[src/rtl/key_conditioner.sv]
// Two-button key conditioner: synchronizes and debounces raw buttons, then turns
// presses into single-cycle up/down pulses with hold-to-repeat behaviour.
module key_conditioner #(
    parameter int DEB_CYCLES    = 50000,
    parameter int HOLD_DELAY    = 25000000,
    parameter int REPEAT_PERIOD = 5000000,
    parameter int CNT_BITS      = 26
) (
    input  logic Clock,
    input  logic resetn,
    input  logic btn_up,
    input  logic btn_dn,
    input  logic enable,
    output logic out_up,
    output logic out_dn,
    output logic held
);

    localparam logic [CNT_BITS-1:0] DEB_LAST  = CNT_BITS'(DEB_CYCLES - 1);
    localparam logic [CNT_BITS-1:0] HOLD_LAST = CNT_BITS'(HOLD_DELAY - 1);
    localparam logic [CNT_BITS-1:0] REP_LAST  = CNT_BITS'(REPEAT_PERIOD - 1);
    localparam logic [CNT_BITS-1:0] CNT_ZERO  = {CNT_BITS{1'b0}};
    localparam logic [CNT_BITS-1:0] CNT_MAX   = {CNT_BITS{1'b1}};

    typedef enum logic [1:0] {IDLE, PRESS, REPEAT, LOCK} state_t;

    function automatic logic [CNT_BITS-1:0] sat_inc(input logic [CNT_BITS-1:0] value);
        sat_inc = (value == CNT_MAX) ? value : value + CNT_BITS'(1);
    endfunction

    // Bit 0 is the up button, bit 1 the down button throughout.
    logic [1:0]                 raw_s;
    logic [1:0]                 sync1_r;
    logic [1:0]                 sync2_r;
    logic [1:0]                 deb_r;
    logic [1:0][CNT_BITS-1:0]   deb_cnt_r;
    state_t                     state_r;
    logic                       dir_r;
    logic [CNT_BITS-1:0]        hold_r;
    logic                       latched_s;
    logic                       opposite_s;
    logic [CNT_BITS-1:0]        step_last_s;

    assign raw_s       = {btn_dn, btn_up};
    assign latched_s   = dir_r ? deb_r[1] : deb_r[0];
    assign opposite_s  = dir_r ? deb_r[0] : deb_r[1];
    assign step_last_s = (state_r == PRESS) ? HOLD_LAST : REP_LAST;

    // Two-flop synchronizer for both raw buttons.
    always_ff @(posedge Clock or posedge resetn) begin
        if (resetn) begin
            sync1_r <= 2'b00;
            sync2_r <= 2'b00;
        end else begin
            sync1_r <= raw_s;
            sync2_r <= sync1_r;
        end
    end

    // Per-button debouncer: level flips after DEB_CYCLES consecutive disagreeing cycles.
    always_ff @(posedge Clock or posedge resetn) begin
        if (resetn) begin
            deb_r     <= 2'b00;
            deb_cnt_r <= {2{CNT_ZERO}};
        end else begin
            for (int i = 0; i < 2; i++) begin
                if (sync2_r[i] == deb_r[i]) begin
                    deb_cnt_r[i] <= CNT_ZERO;
                end else if (deb_cnt_r[i] >= DEB_LAST) begin
                    deb_r[i]     <= ~deb_r[i];
                    deb_cnt_r[i] <= CNT_ZERO;
                end else begin
                    deb_cnt_r[i] <= sat_inc(deb_cnt_r[i]);
                end
            end
        end
    end

    // Press / repeat / lock state machine with registered pulse outputs.
    always_ff @(posedge Clock or posedge resetn) begin
        if (resetn) begin
            state_r <= IDLE;
            dir_r   <= 1'b0;
            hold_r  <= CNT_ZERO;
            out_up  <= 1'b0;
            out_dn  <= 1'b0;
            held    <= 1'b0;
        end else if (!enable) begin
            state_r <= IDLE;
            hold_r  <= CNT_ZERO;
            out_up  <= 1'b0;
            out_dn  <= 1'b0;
            held    <= 1'b0;
        end else begin
            out_up <= 1'b0;
            out_dn <= 1'b0;
            case (state_r)
                IDLE: begin
                    held   <= 1'b0;
                    hold_r <= CNT_ZERO;
                    if (deb_r == 2'b11) begin
                        state_r <= LOCK;
                    end else if (deb_r != 2'b00) begin
                        state_r <= PRESS;
                        dir_r   <= deb_r[1];
                        out_up  <= deb_r[0];
                        out_dn  <= deb_r[1];
                    end else begin
                        state_r <= IDLE;
                    end
                end
                PRESS, REPEAT: begin
                    if (!latched_s) begin
                        state_r <= IDLE;
                        held    <= 1'b0;
                        hold_r  <= CNT_ZERO;
                    end else if (opposite_s) begin
                        state_r <= LOCK;
                        held    <= 1'b0;
                        hold_r  <= CNT_ZERO;
                    end else if (hold_r >= step_last_s) begin
                        state_r <= REPEAT;
                        held    <= 1'b1;
                        hold_r  <= CNT_ZERO;
                        out_up  <= ~dir_r;
                        out_dn  <= dir_r;
                    end else begin
                        held    <= (state_r == REPEAT);
                        hold_r  <= sat_inc(hold_r);
                    end
                end
                LOCK: begin
                    held   <= 1'b0;
                    hold_r <= CNT_ZERO;
                    if (deb_r == 2'b00) begin
                        state_r <= IDLE;
                    end else begin
                        state_r <= LOCK;
                    end
                end
                default: begin
                    state_r <= IDLE;
                    held    <= 1'b0;
                    hold_r  <= CNT_ZERO;
                end
            endcase
        end
    end

endmodule

[config.mk]
export PLATFORM = sky130hd
export DESIGN_NAME = key_conditioner
export DESIGN_NICKNAME = d
export VERILOG_FILES = /design/src/rtl/key_conditioner.sv
export SDC_FILE = /design/constraint.sdc
export NUM_CORES = 1
export LEC_CHECK = 0
export CAP_MARGIN = 20
export CORE_MARGIN = 5
export CORE_UTILIZATION = 58
export CTS_CLUSTER_SIZE = 30
export DETAILED_ROUTE_END_ITERATION = 12
export PLACE_DENSITY = 0.75
export SYNTH_ARGS = -nofsm -noshare
export SYNTH_HDL_FRONTEND = slang
export SYNTH_SLANG_ARGS = --single-unit
[constraint.sdc]
create_clock -name Clock -period 3.9 [get_ports Clock]
set_input_delay 0.78 -clock Clock [delete_from_list [all_inputs] [get_ports Clock]]
set_output_delay 0.78 -clock Clock [all_outputs]
set_load 0.03 [all_outputs]
==> results of run 1 <==
==> metrics by stage <==
| step | instance area, sq um | worst slack, ps | instances | util, % | hold slack, ps |
|---|---|---|---|---|---|
| after floorplan | 4760 | 785 | 483 | - | 331 |
| after global placement | 4890 | 1140 | 577 | 62.7 | 339 |
| after detailed placement | 4890 | 1050 | 577 | 62.7 | 341 |
| after CTS | 5090 | 1020 | 593 | 65.3 | 364 |
| after global routing | 5090 | 850 | 593 | 65.3 | 387 |
| final | 5090 | 1020 | 593 | 65.3 | 365 |
==> path summary, 6_finish.rpt <==
| path | endpoint | slack, ps | cells after the start | start |
|---|---|---|---|---|
| max | hold_r[24] | 1020 | 9 | state_r[1] |
| min | sync2_r[1] | 360 | 0 | sync1_r[1] |
| max reg2reg | hold_r[24] | 1020 | 9 | state_r[1] |
| min reg2reg | sync2_r[1] | 360 | 0 | sync1_r[1] |
| max in group asynchronous | deb_cnt_r[7] | 2250 | 3 | resetn |
| min in group asynchronous | hold_r[0] | 870 | 2 | resetn |
==> sequential cells by signal, indices dropped and copies added (netlist names) <==
register / count
dir_r: 1
held: 1
out_dn: 1
state_r: 2
sync2_r: 2
deb_r: 2
out_up: 1
deb_cnt_r: 52
sync1_r: 2
hold_r: 26
==> per-layer routing <==
layer	wire (microns)	up-vias	global-route usage [%]
met3	288	17	3.41
met4	160	0	7.04
li1	-	1735	-
met2	4090	52	30.2
met1	4160	1708	24.8
met5	0	-	0
==> report_power, final <==
group          internal (mW)  total (mW)  leakage [nW]  switching, mW
registers              0.952       0.967          1.19         0.0154
clock network          0.256       0.630         0.103          0.374
logic                 0.0338      0.0976         0.789         0.0638
total                   1.24        1.70          2.09          0.453
==> area by class of cell <==
class	instances	area, sq um
fill	641	2710
multi-input combinational	361	2360
sequential	90	2250
tap	102	128
clock buffer	9	124
timing repair buffer	11	100
clock inverter	7	76.3
inverter	13	50.0
==> critical path, delay by kind of cell (launching register included) <==
family / cells / cell delay [ps]
AO/OA/AOI/OAI: 2 / 520
adder cells (fa/ha/maj): 2 / 530
buffers and inverters: 3 / 570
flip-flops: 1 / 420
AND/OR/NAND/NOR: 2 / 700
==> cell families after synthesis <==
family,Yosys count,share of synthesized area [%]
mux,5,1.07
simple gates,186,23.0
flops,90,48.1
other cells,1,0.0801
buf+inv,32,2.96
compound gates,99,14.0
xor+xnor,35,6.54
fa+ha+maj,16,4.27
==> layout by cell type (no fill, tap or decap), types with 2 or more instances in the layout <==
master           netlist  final
a311o_1                3      3
or4_1                 18     18
and4_1                 5      5
clkbuf_8               0      9
a31oi_1                6      6
inv_8                  0      3
nand2_1               31     31
a311oi_1               3      3
nor2b_1                2      2
and2_1                 2      2
conb_1                 1     20
nand3_1               14     14
nand4bb_1              2      2
xor2_1                13     13
or3_1                  8      8
inv_6                  0      2
buf_4                  0      4
nand2b_1               2      2
clkdlybuf4s50_1        0      7
a21oi_1               31     31
nor4b_1                2      2
nand4_1               20     20
nor4_1                 6      6
dfrtp_1               90     90
a211oi_1              14     14
nor2_1                47     47
o21a_1                 2      2
ha_1                  16     16
inv_1                 13     12
and3_1                10     10
xnor2_1               22     22
o21ai_0               13     13
o211ai_1               4      4
o21ai_1                4      4
nor3_1                 5      5
o31ai_1                9      9
mux2i_1                5      5
nor4_4                 3      3
==> out/metrics.csv, run 1 <==
stage,metric,value,unit
clocking,clk slew on worst S/H paths,100,ps
power,Lkg Pwr,2.09,nW
timing,clk_skew,13.3,ps
layout,ant diodes,0,
global_routing,antenna violations before repair,0,
drt,antenna-violating nets left,0,
clocking,total CTS buffers,9,
synth,post-synth top area share,48.1,%
clocking,Sink Count,90,
timing,final hold vios,0,
floorplanning,Core Rows,32,
timing,Worst slew margin,32.4,%
drt,routed wire length,8710,microns
clocking,Max clock buf depth,2,
synth,yosys warns,0,
drt,via count,3512,
drt,vias per cell,5.92,
drt,1st-iter DRT viols,145,
layout,Final Net Count,507,
drt,post-route DRC violation count,0,
min_path,Min-Delay Path Class,reg2reg,
synth,top_reg_cell synth,dfrtp_1,
setup_path,CP Max Fanout,18,
timing,Final min period,2880,ps
drt,WL per Instance,14.7,microns
synth,Synth cell types,55,
timing,Max Slew Vio Count,0,
floorplanning,starting density of the core,60.0,%
clocking,Post-CTS Repair Setup Buffers,0,
synth,top-count cell post-synth,dfrtp_1,
global_routing,grt ovf,0,
synth,Syn Area/Cell,10.1,sq um
clocking,Root Buffer,clkbuf_8,
setup_path,Worst Path Arrival,3100,ps
synth,largest area contributor in the netlist,dfrtp_1,
timing,Worst-Margin Slew,1010,ps
power,Pwr Density,333,nW/um^2
synth,Post-synth ARST share,100,%
placed_design,Final HPWL DP,6150,microns
synth,cell area after synthesis,4680,sq um
setup_path,critical path's slowest cell,or4_1,
run,number of max-cap violations,0,
synth,dominant cells by area after synthesis,"dfrtp_1 48%, ha_1 4.3%, xnor2_1 4.1%",
setup_path,Required @ worst endpoint,4120,ps
timing,RSZ-0062 raised after global routing,false,
floorplanning,die area,9970,sq um
global_routing,first-pass GRT wire length,15300,microns
setup_path,launching element type of the critical path,register,
floorplanning,Die Height,99.9,microns
clocking,post_cts resized,0,
clocking,CTS tree,yes,
layout,P&R area growth vs syn,8.76,%
power,Tot Pwr,1.70,mW
timing,setup violators final,0,
synth,"EDFF count, synth",0,
status,status,finished clean,
clocking,Skew-Pair Late Insertion Delay,360,ps
timing,Max Fclk,347,MHz
drt,First-pass DRT Iterations,4,
floorplanning,Die X-Extent,99.9,microns
floorplanning,core footprint,7810,sq um
setup_path,Setup CP Type,reg2reg,
global_routing,GR Util All Layers,18.5,%
synth,Seq cells post-synth,90,
global_routing,largest net degree at the start of global routing,49,
clocking,Hold Buf Count CTS,0,
timing,crit share post-route,73.9,%
global_routing,vias in the first global route,3442,
timing,setup TNS,0,ps
setup_path,worst-path cell chain,inv_1 -> ha_1 -> inv_1 -> ha_1 -> nand4_1 -> or4_1 -> o21ai_2 -> buf_4 -> a311oi_1,
placed_design,routability cong.,0.831,
synth,sequential share of the synthesized area,48.1,%
setup_path,crit path capture type,register,
setup_path,slowest cell delay on critical path,570,ps
layout,share of cells above drive strength 1,6.92,%
floorplanning,Ports,8,
clocking,CTS H-tree depth,3,
power,worst ir drop on vdd,0.000321,V
placed_design,PortBufs,7,
synth,Mapped Cells,464,
synth,Post-synth top cells,"90 x dfrtp_1, 47 x nor2_1, 31 x a21oi_1, 31 x nand2_1, 22 x xnor2_1",
No activity file was read; power rests on OpenSTA's default activity.
==> inputs of run 2 (changes only) <==
Settings changed: CORE_UTILIZATION 58 to 56, PLACE_DENSITY 0.75 to 0.76.
Clock period 3.9 ns to 2.4 ns, I/O delays scaled along.
==> out/metrics.csv, run 2 (synthesis results as in run 1) <==
stage,metric,value,unit,change
floorplanning,core footprint,8180,sq um,was 7810 sq um
status,status,finished clean,,unchanged
setup_path,CP Max Fanout,6,,was 18
layout,max reg flops,52,,unchanged
timing,final hold vios,0,,unchanged
setup_path,Worst Path Arrival,2570,ps,was 3100 ps
timing,Max Fclk,436,MHz,was 347 MHz
timing,setup TNS,0,ps,unchanged
power,Net Switching,0.694,mW,was 0.453 mW
global_routing,GR Util All Layers,19.8,%,was 18.5%
drt,1st-iter DRT viols,177,,was 145
global_routing,antenna violations before repair,0,,unchanged
placed_design,placed instance area,5020,sq um,was 4890 sq um
timing,crit share post-route,95.5,%,was 73.9%
clocking,Sink Count,90,,unchanged
layout,"commonest cells after routing, fill and taps aside","90 x dfrtp_1, 47 x nor2_1, 31 x nand2_1",,"was 90 x dfrtp_1, 47 x nor2_1, 31 x nand2_1, 31 x a21oi_1, 22 x xnor2_1"
power,Reg power frac,53.3,%,was 57.1%
drt,antenna-violating nets left,0,,unchanged
setup_path,Required @ worst endpoint,2680,ps,was 4120 ps
clocking,clk slew on worst S/H paths,100,ps,about the same
drt,via count,3630,,was 3512
power,Internal,2.25,mW,was 1.24 mW
clocking,Hold Buf Count CTS,0,,unchanged
run,number of max-cap violations,0,,unchanged
timing,setup violators final,0,,unchanged
power,Pwr Density,553,nW/um^2,was 333 nW/um^2
layout,number of standard cells in the final layout excluding fillers,610,,was 593
global_routing,largest net degree at the start of global routing,91,,was 49
clocking,CTS tree,yes,,unchanged
layout,most flop-heavy register,deb_cnt_r,,unchanged
drt,WL per Instance,15.3,microns,was 14.7 microns
layout,ant diodes,0,,unchanged
floorplanning,Core Rows,33,,was 32
timing,Max Slew Vio Count,0,,unchanged
floorplanning,die area,10300,sq um,was 9970 sq um
power,Logic pwr share,6.9,%,was 5.8%
layout,"commonest non-fill, non-tap cell in the layout",dfrtp_1,,unchanged
power,Lkg Pwr,2.18,nW,was 2.09 nW
global_routing,first-pass GRT wire length,16400,microns,was 15300 microns
placed_design,PortBufs,7,,unchanged
clocking,Root Buffer,clkbuf_8,,unchanged
power,Tot Pwr,2.95,mW,was 1.70 mW
setup_path,critical path's top delay family,simple AND/OR/NAND/NOR gates,,unchanged
layout,Final Net Count,521,,was 507
placed_design,Placed Instances,593,,was 577
setup_path,worst-path cell chain,inv_2 -> ha_4 -> inv_4 -> ha_1 -> nand4_1 -> or4_4 -> o21ai_4 -> buf_6 -> mux2i_1,,was inv_1 -> ha_1 -> inv_1 -> ha_1 -> nand4_1 -> or4_1 -> o21ai_2 -> buf_4 -> a311oi_1
floorplanning,Die X-Extent,101,microns,was 99.9 microns
floorplanning,Die Height,101,microns,was 99.9 microns
setup_path,R2R setup slack,110,ps,was 1020 ps
timing,PnR worst setup slack,109,ps,was 1020 ps
floorplanning,Ports,8,,unchanged
drt,First-pass DRT Iterations,4,,unchanged
setup_path,launching element type of the critical path,register,,unchanged
clocking,CTS H-tree depth,3,,unchanged
setup_path,crit path capture type,register,,unchanged
clocking,Max clock buf depth,2,,unchanged
timing,Final min period,2290,ps,was 2880 ps
floorplanning,starting density of the core,57.3,%,was 60.0%
drt,post-route DRC violation count,0,,unchanged
min_path,Min-Delay Path Class,reg2reg,,unchanged
power,Clk pwr share,39.8,%,was 37.2%
placed_design,Place WS,-122,ps,was 1050 ps
timing,Worst-Margin Slew,600,ps,was 1010 ps
clocking,total CTS buffers,9,,unchanged
setup_path,Setup CP Type,reg2reg,,unchanged
power,worst ir drop on vdd,0.000300,V,was 0.000321 V
placed_design,routability cong.,0.844,,was 0.831
layout,cell area after layout,5340,sq um,was 5090 sq um
setup_path,slowest cell delay on critical path,590,ps,was 570 ps
layout,largest registers,"deb_cnt_r: 52 flops, hold_r: 26 flops",,unchanged
placed_design,Final HPWL DP,6420,microns,was 6150 microns
power,switching share of power,23.5,%,was 26.7%
layout,P&R area growth vs syn,13.9,%,was 8.76%
drt,vias per cell,5.95,,was 5.92
setup_path,CP bufs+invs,3,,unchanged
drt,routed wire length,9310,microns,was 8710 microns
layout,share of cells above drive strength 1,11.7,%,was 6.92%
global_routing,grt ovf,0,,unchanged
setup_path,critical path's slowest cell,or4_4,,was or4_1
timing,RSZ-0062 raised after global routing,false,,unchanged
timing,clk_skew,16.2,ps,was 13.3 ps
clocking,Skew-Pair Late Insertion Delay,360,ps,about the same
global_routing,vias in the first global route,3453,,was 3442
timing,Worst slew margin,59.8,%,was 32.4%
## run 2: changes by cell type in the layout (fill, tap and decap cells not counted), moves of 3 or more
| cell | delta |
|---|---|
| buf_4 | +12 |
| ha_1 | -4 |
| ha_4 | +4 |
| inv_8 | -3 |
## run 2: worst register-to-register path: cells and delay by family, from the launching register on
| family | cells | cell delay, ps |
|---|---|---|
| buf+inv | 3 | 280 |
| flops | 1 | 400 |
| compound gates | 1 | 210 |
| simple gates | 2 | 730 |
| mux | 1 | 180 |
| fa+ha+maj | 2 | 420 |
## run 2: metal layers
layer	track usage [%]	vias to the layer above	wire length, microns
li1	-	1769	-
met1	28.0	1766	4440
met2	29.6	77	4380
met3	3.79	18	309
met4	8.90	0	183
met5	0	-	0
## run 2: area by class of cell
| type | count | area (sq um) |
|---|---|---|
| Sequential cell | 90 | 2250 |
| Fill cell | 620 | 2840 |
| Tap cell | 105 | 131 |
| Multi-Input combinational cell | 361 | 2440 |
| Clock inverter | 6 | 95.1 |
| Timing Repair Buffer | 25 | 221 |
| Clock buffer | 10 | 138 |
| Inverter | 13 | 55.1 |
## run 2: what timing repair did
action / 4_1_cts / 5_1_grt
endpoints found under the setup margin: 31 / 30
pin swaps: 2 / 4
resized for setup: 7 / 8
setup buffers: 0 / 1
## run 2: final timing paths
| kind | start | to | depth (start not counted) |
|---|---|---|---|
| worst max-delay path | state_r[1] | state_r[1] | 9 |
| worst min-delay path | sync1_r[0] | sync2_r[0] | 0 |
| worst max register to register | state_r[1] | state_r[1] | 9 |
| worst min register to register | sync1_r[0] | sync2_r[0] | 0 |
| max in group asynchronous | resetn | hold_r[23] | 3 |
| min in group asynchronous | resetn | hold_r[9] | 3 |
## run 2: power by group through the flow
| stage | combinational (mW) | clock, mW | sequential (mW) |
|---|---|---|---|
| after floorplan | 0.115 | 0 | 1.60 |
| after global placement | 0.170 | 0 | 1.60 |
| after detailed placement | 0.180 | 0 | 1.60 |
| after global routing | 0.228 | 1.28 | 1.58 |
| after CTS | 0.189 | 1.20 | 1.57 |
| final | 0.202 | 1.17 | 1.57 |
## run 2: metrics by stage
stage	utilization [%]	hold slack, ps
after floorplan	-	331
after global placement	61.4	333
after detailed placement	61.4	337
after CTS	64.7	356
after global routing	65.3	373
final	65.3	348
==> inputs of run 3 (changes only) <==
Settings changed: ABC_CLOCK_PERIOD_IN_PS set to 2400.
==> results of run 3 <==
The final DEF is identical to that of run 2; final timing and power are the same.
